[src/rtl/iter_div_unit.sv]
// Radix-2 restoring divider for RV32M DIV/DIVU/REM/REMU.
// Multi-cycle, one quotient bit per clock, registered result.
module iter_div_unit #(
  parameter int DATA_WIDTH = 32
) (
  input  logic                  clk,
  input  logic                  rst_n,
  input  logic                  start,
  input  logic                  flush,
  input  logic [1:0]            div_op,
  input  logic [DATA_WIDTH-1:0] op1,
  input  logic [DATA_WIDTH-1:0] op2,
  output logic                  busy,
  output logic                  valid,
  output logic [DATA_WIDTH-1:0] result
);

  localparam int W  = DATA_WIDTH;
  localparam int CW = (W > 1) ? $clog2(W) : 1;

  typedef enum logic [1:0] {
    IDLE,
    CALC,
    DONE
  } state_t;

  state_t state, state_nxt;

  logic [CW-1:0] cnt;
  logic [W-1:0]  rem;
  logic [W-1:0]  quo;
  logic [W-1:0]  dvsr;
  logic          rem_sel;
  logic          q_sign;
  logic          r_sign;

  logic          ready;
  logic          accept;
  logic          sgn;
  logic          a_neg;
  logic          b_neg;
  logic [W-1:0]  a_mag;
  logic [W-1:0]  b_mag;
  logic          div_zero;
  logic          ovf;
  logic          special;
  logic [W-1:0]  sp_res;

  logic [W:0]    shifted;
  logic [W-1:0]  diff;
  logic          take;
  logic [W-1:0]  r_nxt;
  logic [W-1:0]  q_nxt;
  logic [W-1:0]  fin_q;
  logic [W-1:0]  fin_r;
  logic [W-1:0]  fin;
  logic          last;

  assign ready  = (state != CALC);
  assign accept = ready && start && !flush;
  assign busy   = (state == CALC);
  assign valid  = (state == DONE);

  assign sgn   = ~div_op[0];
  assign a_neg = sgn & op1[W-1];
  assign b_neg = sgn & op2[W-1];
  assign a_mag = a_neg ? -op1 : op1;
  assign b_mag = b_neg ? -op2 : op2;

  assign div_zero = (op2 == '0);
  assign ovf      = sgn
                  && (op1 == {1'b1, {(W-1){1'b0}}})
                  && (op2 == '1);
  assign special  = div_zero | ovf;

  always_comb begin
    sp_res = '0;
    unique case (1'b1)
      div_zero: sp_res = div_op[1] ? op1 : '1;
      default:  sp_res = div_op[1] ? '0 : op1;
    endcase
  end

  // Shifted partial remainder is W+1 bits so large unsigned divisors compare correctly
  assign shifted = {rem, quo[W-1]};
  assign take    = (shifted >= {1'b0, dvsr});
  assign diff    = shifted[W-1:0] - dvsr;
  assign r_nxt   = take ? diff : shifted[W-1:0];
  assign q_nxt   = {quo[W-2:0], take};

  assign fin_q = q_sign ? -q_nxt : q_nxt;
  assign fin_r = r_sign ? -r_nxt : r_nxt;
  assign fin   = rem_sel ? fin_r : fin_q;
  assign last  = (state == CALC) && (cnt == '0);

  always_ff @(posedge clk) begin
    if (!rst_n) begin
      state <= IDLE;
    end else begin
      state <= state_nxt;
    end
  end

  always_comb begin
    state_nxt = state;
    unique case (state)
      IDLE: begin
        if (accept) state_nxt = special ? DONE : CALC;
      end
      CALC: begin
        if (cnt == '0) state_nxt = DONE;
      end
      DONE: begin
        if (accept) state_nxt = special ? DONE : CALC;
        else        state_nxt = IDLE;
      end
      default: state_nxt = IDLE;
    endcase
    if (flush) state_nxt = IDLE;
  end

  always_ff @(posedge clk) begin
    if (!rst_n) begin
      cnt     <= '0;
      rem     <= '0;
      quo     <= '0;
      dvsr    <= '0;
      rem_sel <= 1'b0;
      q_sign  <= 1'b0;
      r_sign  <= 1'b0;
      result  <= '0;
    end else if (flush) begin
      cnt <= '0;
    end else if (accept) begin
      rem_sel <= div_op[1];
      q_sign  <= a_neg ^ b_neg;
      r_sign  <= a_neg;
      rem     <= '0;
      quo     <= a_mag;
      dvsr    <= b_mag;
      cnt     <= CW'(W - 1);
      if (special) result <= sp_res;
    end else if (state == CALC) begin
      rem <= r_nxt;
      quo <= q_nxt;
      if (cnt != '0) cnt <= cnt - 1'b1;
      if (last) result <= fin;
    end
  end

endmodule

[config.mk]
export PLATFORM = sky130hd
export DESIGN_NAME = iter_div_unit
export DESIGN_NICKNAME = d
export VERILOG_FILES = /design/src/rtl/iter_div_unit.sv
export SDC_FILE = /design/constraint.sdc
export NUM_CORES = 1
export LEC_CHECK = 0
export ABC_AREA = 1
export BUFFER_PORTS_ARGS = -buffer_cell sky130_fd_sc_hd__buf_2
export CAP_MARGIN = 20
export CORE_ASPECT_RATIO = 0.6
export CORE_MARGIN = 1
export CORE_UTILIZATION = 60
export CTS_CLUSTER_DIAMETER = 50
export CTS_CLUSTER_SIZE = 28
export DETAILED_ROUTE_END_ITERATION = 8
export PLACE_DENSITY = 0.82
export SLEW_MARGIN = 15
export SYNTH_ARGS = -nofsm -noshare
export SYNTH_HDL_FRONTEND = slang
export SYNTH_SLANG_ARGS = --single-unit
[constraint.sdc]
create_clock -name clk -period 6.8 [get_ports clk]
set_clock_uncertainty 0.05 [all_clocks]
set_input_delay 1.02 -clock clk [delete_from_list [all_inputs] [get_ports clk]]
set_output_delay 1.02 -clock clk [all_outputs]
set_load 0.01 [all_outputs]
==> results of run 1 <==
-- area by class of cell --
type | count | share of cell area [%]
sequential | 138 | 20.0
multi-input combinational | 1680 | 60.4
tap | 273 | 2.47
clock buffer | 24 | 3.48
inverter | 310 | 8.41
timing repair buffer | 119 | 4.83
clock inverter | 7 | 0.488
-- worst min path at each step --
| stage | startpoint | to | cells past startpoint |
|---|---|---|---|
| after floorplan | rem[31]$_SDFFE_PN0P_ | rem[31]$_SDFFE_PN0P_ | 2 |
| after global placement | cnt[4]$_SDFFE_PP0P_ | cnt[4]$_SDFFE_PP0P_ | 2 |
| after detailed placement | cnt[4]$_SDFFE_PP0P_ | cnt[4]$_SDFFE_PP0P_ | 2 |
| after CTS | rem[30]$_SDFFE_PN0P_ | rem[30]$_SDFFE_PN0P_ | 2 |
| after global routing | rem[30]$_SDFFE_PN0P_ | rem[30]$_SDFFE_PN0P_ | 2 |
| final | rem[30]$_SDFFE_PN0P_ | rem[30]$_SDFFE_PN0P_ | 2 |
-- cell families after synthesis --
group                    Yosys count
flip-flops                       138
XOR/XNOR                          55
adder cells (fa/ha/maj)           40
AND/OR/NAND/NOR                 1117
AO/OA/AOI/OAI                    468
buffers and inverters            404
-- layer usage --
metal / share of wire (%) / vias up / track usage, %
met5: 0 / - / 0
met4: 1.4 / 0 / 9.41
met3: 17 / 63 / 16.5
met2: 37 / 1039 / 56.8
met1: 45 / 6871 / 63.6
li1: - / 7294 / -
-- flip-flops by register name, summed over array words and instances (netlist names) --
| signal | flops |
|---|---|
| dvsr | 32 |
| rem_sel | 1 |
| state | 2 |
| cnt | 5 |
| r_sign | 1 |
| rem | 32 |
| result | 32 |
| quo | 32 |
| q_sign | 1 |
-- metrics by stage --
step                hold slack, ps  power [uW]  instance area, sq um  setup slack [ps]  instances
floorplan                      404        1360                 12700              3120       2222
global placement               417        1570                 13200              2000       2518
detailed placement             422        1580                 13300              1770       2519
CTS                            436        2480                 13800              1720       2550
global route                   449        2610                 13800              1060       2551
finish                         440        2520                 13800              1500       2551
-- synthesized netlist by cell type (4+ instances only) --
master	count	area share (%)
nor4_1	7	0.35
o21ai_1	8	0.32
o221ai_1	14	0.97
nor2_4	4	0.36
nand2_2	26	1.3
dfxtp_1	138	22
nand3b_1	7	0.41
xor2_1	41	2.8
o22ai_1	4	0.20
buf_1	6	0.18
clkbuf_1	73	2.2
a21oi_1	198	7.8
o21bai_1	6	0.36
inv_1	298	8.8
o31ai_1	4	0.24
inv_2	11	0.33
a31oi_1	22	1.1
nand3_1	136	5.4
o21ai_0	171	6.8
ha_1	39	3.9
or2_2	8	0.40
o211ai_1	29	1.7
buf_2	7	0.28
nor3_1	36	1.4
xnor2_1	14	0.97
nor2_2	13	0.64
nand4_1	28	1.4
nand2_1	643	19
buf_4	6	0.36
nand3_2	6	0.47
nor2_1	192	5.7
-- critical path: cells and delay by family, from the launching register on --
kind,cells,cell delay [ps]
fa+ha+maj,2,660
compound gates,5,710
buf+inv,3,600
simple gates,19,2770
flops,1,440
-- power by group through the flow --
stage          sequential (uW)  combinational [uW]  clock [uW]
6_report                   874                 730         918
5_1_grt                    878                 790         947
4_1_cts                    873                 695         916
3_5_place_dp               890                 690           0
3_3_place_gp               889                 678           0
2_1_floorplan              889                 469           0
-- placed cells by master, fill, tap and decap left out, drive strengths merged, types with 38 or more instances in the layout --
| cell type | count |
|---|---|
| nand2 | 671 |
| inv | 310 |
| nor2 | 210 |
| a21oi | 200 |
| o21ai | 180 |
| nand3 | 142 |
| dfxtp | 138 |
| buf | 119 |
| xor2 | 41 |
| ha | 39 |
| nor3 | 38 |
==> reports/metrics.csv, run 1 <==
stage,metric,value,unit
clocking,H-tree levels,4,
detailed_routing,DRC Markers,0,
clocking,CTS hold repair buffers,0,
logic_synthesis,post-synthesis mux area share,0,%
worst_setup_path,worst reg2reg path depth,29,
timing,fin crit share,78.0,%
final_layout,fill cell count,1956,
worst_setup_path,CP max-delay cell,inv_1,
logic_synthesis,Post-Synth Adder-Cell Area,4.01,%
logic_synthesis,Yosys reg bits,138,
run_status,run status,completed,
detailed_routing,antenna-violating nets left,0,
clocking,Inserted Clock Buffers,17,
global_routing,initial antenna violation count,0,
global_routing,vias in the first global route,13000,
clocking,Clock Sinks,138,
place,hpwl dp,35.1,mm
power,clock network fraction of total power,36.4,%
worst_hold_path,Worst Hold Class,reg -> reg,
worst_setup_path,FF-to-FF setup slack,1500,ps
power,sequential share of power,34.7,%
timing,Fin Setup TNS,0,ps
detailed_routing,Detailed Route WL,46.6,mm
final_layout,antenna cell count,0,
clocking,CTS Root Cell,clkbuf_16,
logic_synthesis,register area share after synthesis,21.8,%
final_layout,Area Overhead vs Synth,9.28,%
logic_synthesis,Netlist cell types,51,
timing,Slew HR,30.6,%
detailed_routing,routed len/inst,18.3,um
logic_synthesis,XOR/XNOR share of the synthesized area,3.80,%
logic_synthesis,largest family of logic cells by synthesized area,simple AND/OR/NAND/NOR gates,
floorplan,Die Wd,190,um
detailed_routing,via count,15300,
timing,final setup vio count,0,
logic_synthesis,Compound-Gate Fraction of Synth Area,20.3,%
final_layout,final core utilization,68.1,%
global_routing,GRT Total Usage,42.9,%
power,VDD IR max,0.186,mV
clocking,CTS tree,yes,
logic_synthesis,Syn Area/Cell,5.70,sq um
worst_setup_path,most frequent CP cell,nand2_1,
clocking,CTS resizes,0,
floorplan,die footprint,21700,sq um
floorplan,# rows,40,
worst_setup_path,CP Max Fanout,45,
job,Max Cap Viol,0,
power,power share of the combinational group,29.0,%
floorplan,Initial Util,62.3,%
worst_setup_path,Crit path required time,7130,ps
power,P_leak,0.00691,uW
worst_setup_path,Worst Setup SP,rem[18]$_SDFFE_PN0P_,
worst_setup_path,CP endpoint,result[30]$_SDFFE_PN0P_,
timing,FMAX,189,MHz
power,Pwr per Cell Area,182,nW/um^2
power,Int Pwr,1590,uW
place,port bufs,103,
detailed_routing,Initial DRC Count,2371,
final_layout,area of the multi-input gates,8350,sq um
power,net switching power,933,uW
worst_setup_path,Worst path max stage delay,460,ps
timing,unrepaired setup endpoints after global routing,false,
timing,"Hold Violations, Final",0,
logic_synthesis,Mapped Area,12700,sq um
global_routing,largest net degree at the start of global routing,83,
logic_synthesis,post-synthesis net count,2332,
worst_setup_path,arrival time worst endpoint,5640,ps
clocking,postcts setup bufs,0,
detailed_routing,drt via density,5.98,
worst_setup_path,reg2reg end,result[30]$_SDFFE_PN0P_,
global_routing,first-pass GRT wire length,71.7,mm
clocking,Worst-Skew Late Latency,450,ps
floorplan,Die H,115,um
timing,Worst Max-Slew Pin Slew,1040,ps
worst_setup_path,Crit. End Element,flop,
timing,pins over their slew limit,0,
logic_synthesis,"Primary FF master, synth",dfxtp_1,
global_routing,GRT overflow,0,
logic_synthesis,simple-gate share of the synthesized area,37.7,%
timing,final worst path period need,5300,ps
logic_synthesis,Post-synth EDFFs,0,
floorplan,IO Count,104,
floorplan,total core area,20300,sq um
final_layout,storage element area,2760,sq um
clocking,maximum root-to-sink buffer count,2,
detailed_routing,DR pass1 iterations,6,
clocking,clock slew at reported path FFs,60,ps
logic_synthesis,Gate Count Post-Synth,2222,
final_layout,share of layout cells above drive strength 1,9.92,%
worst_setup_path,critical path class,reg -> reg,
worst_setup_path,worst reg2reg startpoint,rem[18]$_SDFFE_PN0P_,
worst_setup_path,CP Launch Type,flop,
logic_synthesis,synth warn,0,
logic_synthesis,ys async rst share,0,%
place,Placer Congestion,1.08,
power,Sw Share,37.0,%
final_layout,Post-layout nets,2376,
Note: power is estimated with default switching activity, not from simulation.
==> inputs of run 2 (changes only) <==
- clock period: 6.8 -> 5 ns (I/O delays scaled with it)
==> reports/metrics.csv, run 2 (synthesis gave the netlist of run 1 again) <==
stage,metric,value,unit,change
run_status,run status,completed,,
clocking,CTS Root Cell,clkbuf_16,,
floorplan,IO Count,104,,unchanged
timing,unrepaired setup endpoints after global routing,false,,
timing,pins over their slew limit,0,,unchanged
global_routing,met3 usage,16.5,%,unchanged
detailed_routing,Initial DRC Count,2509,,+5.8%
detailed_routing,Detailed Route WL,46.5,mm,-0.24%
detailed_routing,DR pass1 iterations,7,,+1
global_routing,GRT met2 Usage,58.0,%,+1.1 points
timing,Fin Setup TNS,0,ps,unchanged
timing,"Hold Violations, Final",0,,unchanged
power,VDD IR max,0.273,mV,+47%
worst_setup_path,CP Max Fanout,25,,-44%
clocking,CTS tree,yes,,
worst_setup_path,arrival time worst endpoint,4910,ps,-730 ps
global_routing,initial antenna violation count,0,,unchanged
final_layout,fill cell count,1903,,-2.7%
final_layout,share of layout cells above drive strength 1,10.4,%,+0.46 points
timing,Min Hold Slack,440,ps,+0.119 ps
final_layout,Area Overhead vs Synth,9.84,%,
worst_setup_path,most frequent CP cell,nand2_1,,
detailed_routing,DRC Markers,0,,unchanged
worst_setup_path,Worst path top cell family by delay,simple AND/OR/NAND/NOR gates,,
floorplan,total core area,20300,sq um,unchanged
worst_hold_path,Worst Hold Class,reg -> reg,,
clocking,clock slew at reported path FFs,70,ps,about the same
place,DP Worst Slack,519,ps,-1260 ps
timing,Slew HR,30.7,%,+0.10 points
timing,Worst Max-Slew Pin Slew,1030,ps,-9.95 ps
global_routing,GRT Total Usage,43.2,%,+0.30 points
global_routing,vias in the first global route,13300,,+2.4%
final_layout,"most common cell after layout, fill and taps aside",nand2_1,,
worst_setup_path,FF-to-FF setup slack,420,ps,-1070 ps
place,Placed Cells,2525,,+0.24%
detailed_routing,drt via density,6.09,,+1.7%
final_layout,final core utilization,68.5,%,+0.35 points
worst_setup_path,critical path class,reg -> reg,,
place,port bufs,103,,unchanged
timing,fin crit share,91.5,%,+14 points
clocking,H-tree levels,4,,unchanged
floorplan,Die H,115,um,unchanged
worst_setup_path,CP max-delay cell,dfxtp_1,,
floorplan,die footprint,21700,sq um,unchanged
timing,Setup WS post-layout,424,ps,-1070 ps
place,hpwl dp,35.4,mm,+0.82%
timing,FMAX,219,MHz,+16%
power,P_leak,0.00695,uW,+0.56%
detailed_routing,via count,15600,,+2.1%
clocking,Worst-Skew Late Latency,450,ps,about the same
clocking,Inserted Clock Buffers,17,,unchanged
detailed_routing,routed len/inst,18.2,um,-0.55%
worst_setup_path,Crit path required time,5340,ps,-1790 ps
place,Placer Congestion,1.03,,-4.0%
final_layout,non-filler instance count after layout,2559,,+0.31%
final_layout,most frequent cells in the layout,"643 x nand2_1, 297 x inv_1, 198 x a21oi_1",,
floorplan,Initial Util,62.3,%,unchanged
timing,final setup vio count,0,,unchanged
power,Pwr per Cell Area,254,nW/um^2,+39%
worst_setup_path,Worst path max stage delay,350,ps,-110 ps
floorplan,# rows,40,,unchanged
timing,final worst path period need,4580,ps,-727 ps
global_routing,routing usage on met1,62.9,%,-0.66 points
global_routing,largest net degree at the start of global routing,82,,-1.2%
global_routing,grt peak-use layer,met1,,
worst_setup_path,"Buf+Inv Stages, Crit Path",5,,+2
clocking,Clock Sinks,138,,unchanged
floorplan,Die Wd,190,um,unchanged
clocking,maximum root-to-sink buffer count,2,,unchanged
job,Max Cap Viol,0,,unchanged
final_layout,Post-layout nets,2381,,+0.21%
worst_setup_path,Crit. End Element,flop,,
global_routing,first-pass GRT wire length,72.9,mm,+1.7%
detailed_routing,antenna-violating nets left,0,,unchanged
global_routing,GRT overflow,0,,unchanged
worst_setup_path,CP Launch Type,flop,,
==> run 2: repair_timing <==
action                                  4_1_cts  5_1_grt
setup buffers                                 0        0
gates resized for setup                       0        1
hold buffers                                  0        0
endpoints found under the setup margin        0        1
==> run 2: power breakdown <==
part           internal, uW  leakage (uW)  total, uW  switching (uW)
sequential             1150       0.00113       1190            37.5
combinational           291       0.00554        992             701
clock                   784      0.000285       1350             566
==> run 2: area by class of cell <==
type | instances | area (sq um) | area share [%]
clock inverter | 15 | 175 | 1.26
clock buffer | 17 | 425 | 3.06
tap | 273 | 342 | 2.46
multi-input combinational | 1680 | 8350 | 60.0
antenna | 2 | 5.00 | 0.0360
inverter | 310 | 1160 | 8.37
timing repair buffer | 124 | 686 | 4.93
sequential | 138 | 2760 | 19.9
==> run 2: through the flow <==
stage	power, uW	instance area (sq um)
3_3_place_gp	2130	13300
2_1_floorplan	1850	12700
6_report	3530	13900
4_1_cts	3470	13900
3_5_place_dp	2150	13300
5_1_grt	3670	13900
==> run 2: path summary, 6_finish.rpt <==
kind,startpoint,end,cells past startpoint
worst max-delay path,dvsr[7]$_SDFFE_PN0P_,result[30]$_SDFFE_PN0P_,30
worst min-delay path,rem[29]$_SDFFE_PN0P_,rem[29]$_SDFFE_PN0P_,2
worst max register to register,dvsr[7]$_SDFFE_PN0P_,result[30]$_SDFFE_PN0P_,30
worst min register to register,rem[29]$_SDFFE_PN0P_,rem[29]$_SDFFE_PN0P_,2
==> run 2: layer usage <==
layer / up-vias / wire, um
met5: - / 0
met3: 118 / 8080
met1: 6981 / 20000
li1: 7309 / -
met4: 0 / 1010
met2: 1173 / 17400
==> run 2: worst reg2reg max path: cells and delay by family, from the launching register on <==
kind	cells	cell delay, ps
and+or+nand+nor	18	2550
AOI/OAI and AO/OA	5	670
adders and majority gates	2	550
buffers and inverters	5	380
DFF	1	350
==> inputs of run 3 (changes only) <==
- clock period: 5 -> 5.8 ns (I/O delays scaled with it)
==> reports/metrics.csv, run 3 (synthesis gave the netlist of run 1 again) <==
stage,metric,value,unit,change
final_layout,Area Overhead vs Synth,9.30,%,
place,hpwl dp,34.9,mm,-1.3%
place,Placed Cells,2522,,-0.12%
timing,unrepaired setup endpoints after global routing,false,,
floorplan,die footprint,21700,sq um,unchanged
clocking,CTS resizes,0,,unchanged
timing,final setup vio count,0,,unchanged
detailed_routing,via count,15500,,-0.55%
floorplan,# rows,40,,unchanged
clocking,postcts setup bufs,0,,unchanged
worst_setup_path,most frequent CP cell,nand2_1,,
clocking,CTS tree,yes,,
detailed_routing,routed len/inst,18.2,um,-0.15%
worst_setup_path,Crit path required time,6130,ps,+790 ps
clocking,CTS hold repair buffers,0,,unchanged
worst_setup_path,reg2reg end,result[30]$_SDFFE_PN0P_,,
final_layout,"most common cell after layout, fill and taps aside",nand2_1,,
worst_hold_path,Worst Hold Class,reg -> reg,,
worst_setup_path,FF-to-FF setup slack,900,ps,+470 ps
floorplan,IO Count,104,,unchanged
place,Placer Congestion,1.05,,+1.3%
final_layout,share of layout cells above drive strength 1,10.0,%,-0.38 points
clocking,Clock Sinks,138,,unchanged
timing,final worst path period need,4900,ps,+327 ps
worst_setup_path,worst reg2reg startpoint,dvsr[7]$_SDFFE_PN0P_,,
clocking,CTS Root Cell,clkbuf_16,,
detailed_routing,DR pass1 iterations,8,,+1
worst_setup_path,worst reg2reg path depth,30,,unchanged
global_routing,GRT Total Usage,42.7,%,-0.50 points
worst_setup_path,CP Max Fanout,25,,unchanged
global_routing,initial antenna violation count,2,,+2
job,Max Cap Viol,0,,unchanged
power,Pwr per Cell Area,214,nW/um^2,-16%
detailed_routing,Initial DRC Count,2640,,+5.2%
detailed_routing,antenna-violating nets left,0,,unchanged
worst_hold_path,Hold Startpoint,rem[19]$_SDFFE_PN0P_,,
final_layout,non-filler instance count after layout,2554,,-0.20%
worst_setup_path,CP Launch Type,flop,,
global_routing,vias in the first global route,13000,,-2.5%
worst_setup_path,CP max-delay cell,dfxtp_1,,
final_layout,antenna cell count,0,,-2
worst_hold_path,Hold Path Depth,2,,unchanged
floorplan,total core area,20300,sq um,unchanged
detailed_routing,Detailed Route WL,46.4,mm,-0.35%
timing,pins over their slew limit,0,,unchanged
timing,"Hold Violations, Final",0,,unchanged
power,VDD IR max,0.234,mV,-14%
final_layout,Post-layout nets,2379,,-0.084%
timing,Slew HR,36.8,%,+6.2 points
final_layout,most frequent cells in the layout,"643 x nand2_1, 297 x inv_1, 198 x a21oi_1",,
detailed_routing,drt via density,6.07,,-0.35%
timing,Fin Setup TNS,0,ps,unchanged
clocking,H-tree levels,4,,unchanged
clocking,maximum root-to-sink buffer count,2,,unchanged
clocking,Inserted Clock Buffers,17,,unchanged
worst_hold_path,Worst Hold End,rem[19]$_SDFFE_PN0P_,,
global_routing,GRT overflow,0,,unchanged
floorplan,Die Wd,190,um,unchanged
floorplan,Initial Util,62.3,%,unchanged
worst_setup_path,Worst path max stage delay,370,ps,+20 ps
timing,fin crit share,84.5,%,-7.0 points
global_routing,largest net degree at the start of global routing,82,,unchanged
floorplan,Die H,115,um,unchanged
run_status,run status,completed,,
power,P_leak,0.00693,uW,-0.32%
detailed_routing,DRC Markers,0,,unchanged
worst_setup_path,arrival time worst endpoint,5240,ps,+330 ps
clocking,Worst-Skew Late Latency,460,ps,about the same
place,port bufs,103,,unchanged
worst_setup_path,Crit. End Element,flop,,
worst_setup_path,critical path class,reg -> reg,,
timing,FMAX,204,MHz,-6.7%
clocking,clock slew at reported path FFs,60,ps,about the same
global_routing,first-pass GRT wire length,71.6,mm,-1.7%
timing,Worst Max-Slew Pin Slew,941,ps,-88.6 ps
-- run 3: changes by cell type in the layout (fill, tap and decap cells not counted), moves of 2 or more --
cell | previous run | this run
inv_6 | 2 | 0
diode_2 | 2 | 0
clkbuf_1 | 0 | 5
clkinvlp_4 | 4 | 1
buf_4 | 20 | 18
-- run 3: worst max path at each step --
stage                          from                       to
2_1_floorplan  dvsr[8]$_SDFFE_PN0P_  result[30]$_SDFFE_PN0P_
3_3_place_gp   dvsr[7]$_SDFFE_PN0P_  result[30]$_SDFFE_PN0P_
3_5_place_dp   dvsr[7]$_SDFFE_PN0P_  result[30]$_SDFFE_PN0P_
4_1_cts        dvsr[7]$_SDFFE_PN0P_  result[30]$_SDFFE_PN0P_
5_1_grt        dvsr[8]$_SDFFE_PN0P_  result[30]$_SDFFE_PN0P_
6_report       dvsr[7]$_SDFFE_PN0P_  result[30]$_SDFFE_PN0P_
-- run 3: critical path: cells and delay by family, from the launching register on --
kind	cells	cell delay [ps]
DFF	1	370
and+or+nand+nor	18	2660
adders and majority gates	2	590
buffers and inverters	5	390
AOI/OAI and AO/OA	5	750
-- run 3: power by group --
group          leakage, uW  switching (uW)  internal, uW
clock             0.000271             453           639
sequential         0.00113            32.9           993
combinational      0.00553             597           250
total              0.00693            1080          1880
-- run 3: metal layers --
layer | global-route usage (%) | routed length [um]
met1 | 65.9 | 21200
met5 | 0 | 0
met4 | 10.1 | 825
met2 | 57.0 | 17300
met3 | 11.3 | 7040
-- run 3: layout make-up --
cell class,instances,area (sq um)
Clock buffer,23,458
Clock inverter,8,96.3
Fill cell,1910,6480
Inverter,310,1160
Multi-Input combinational cell,1680,8350
Sequential cell,138,2760
Tap cell,273,342
Timing Repair Buffer,122,671
-- run 3: per-stage QoR --
stage	hold slack (ps)	worst slack, ps	instance area [sq um]	util [%]	power, uW
3_5_place_dp	431	1120	13300	65.3	1850
5_1_grt	465	456	13800	68.1	3080
3_3_place_gp	417	1180	13300	65.3	1830
4_1_cts	440	1080	13800	68.0	2910
2_1_floorplan	404	2120	12700	-	1590
6_report	442	897	13800	68.1	2970
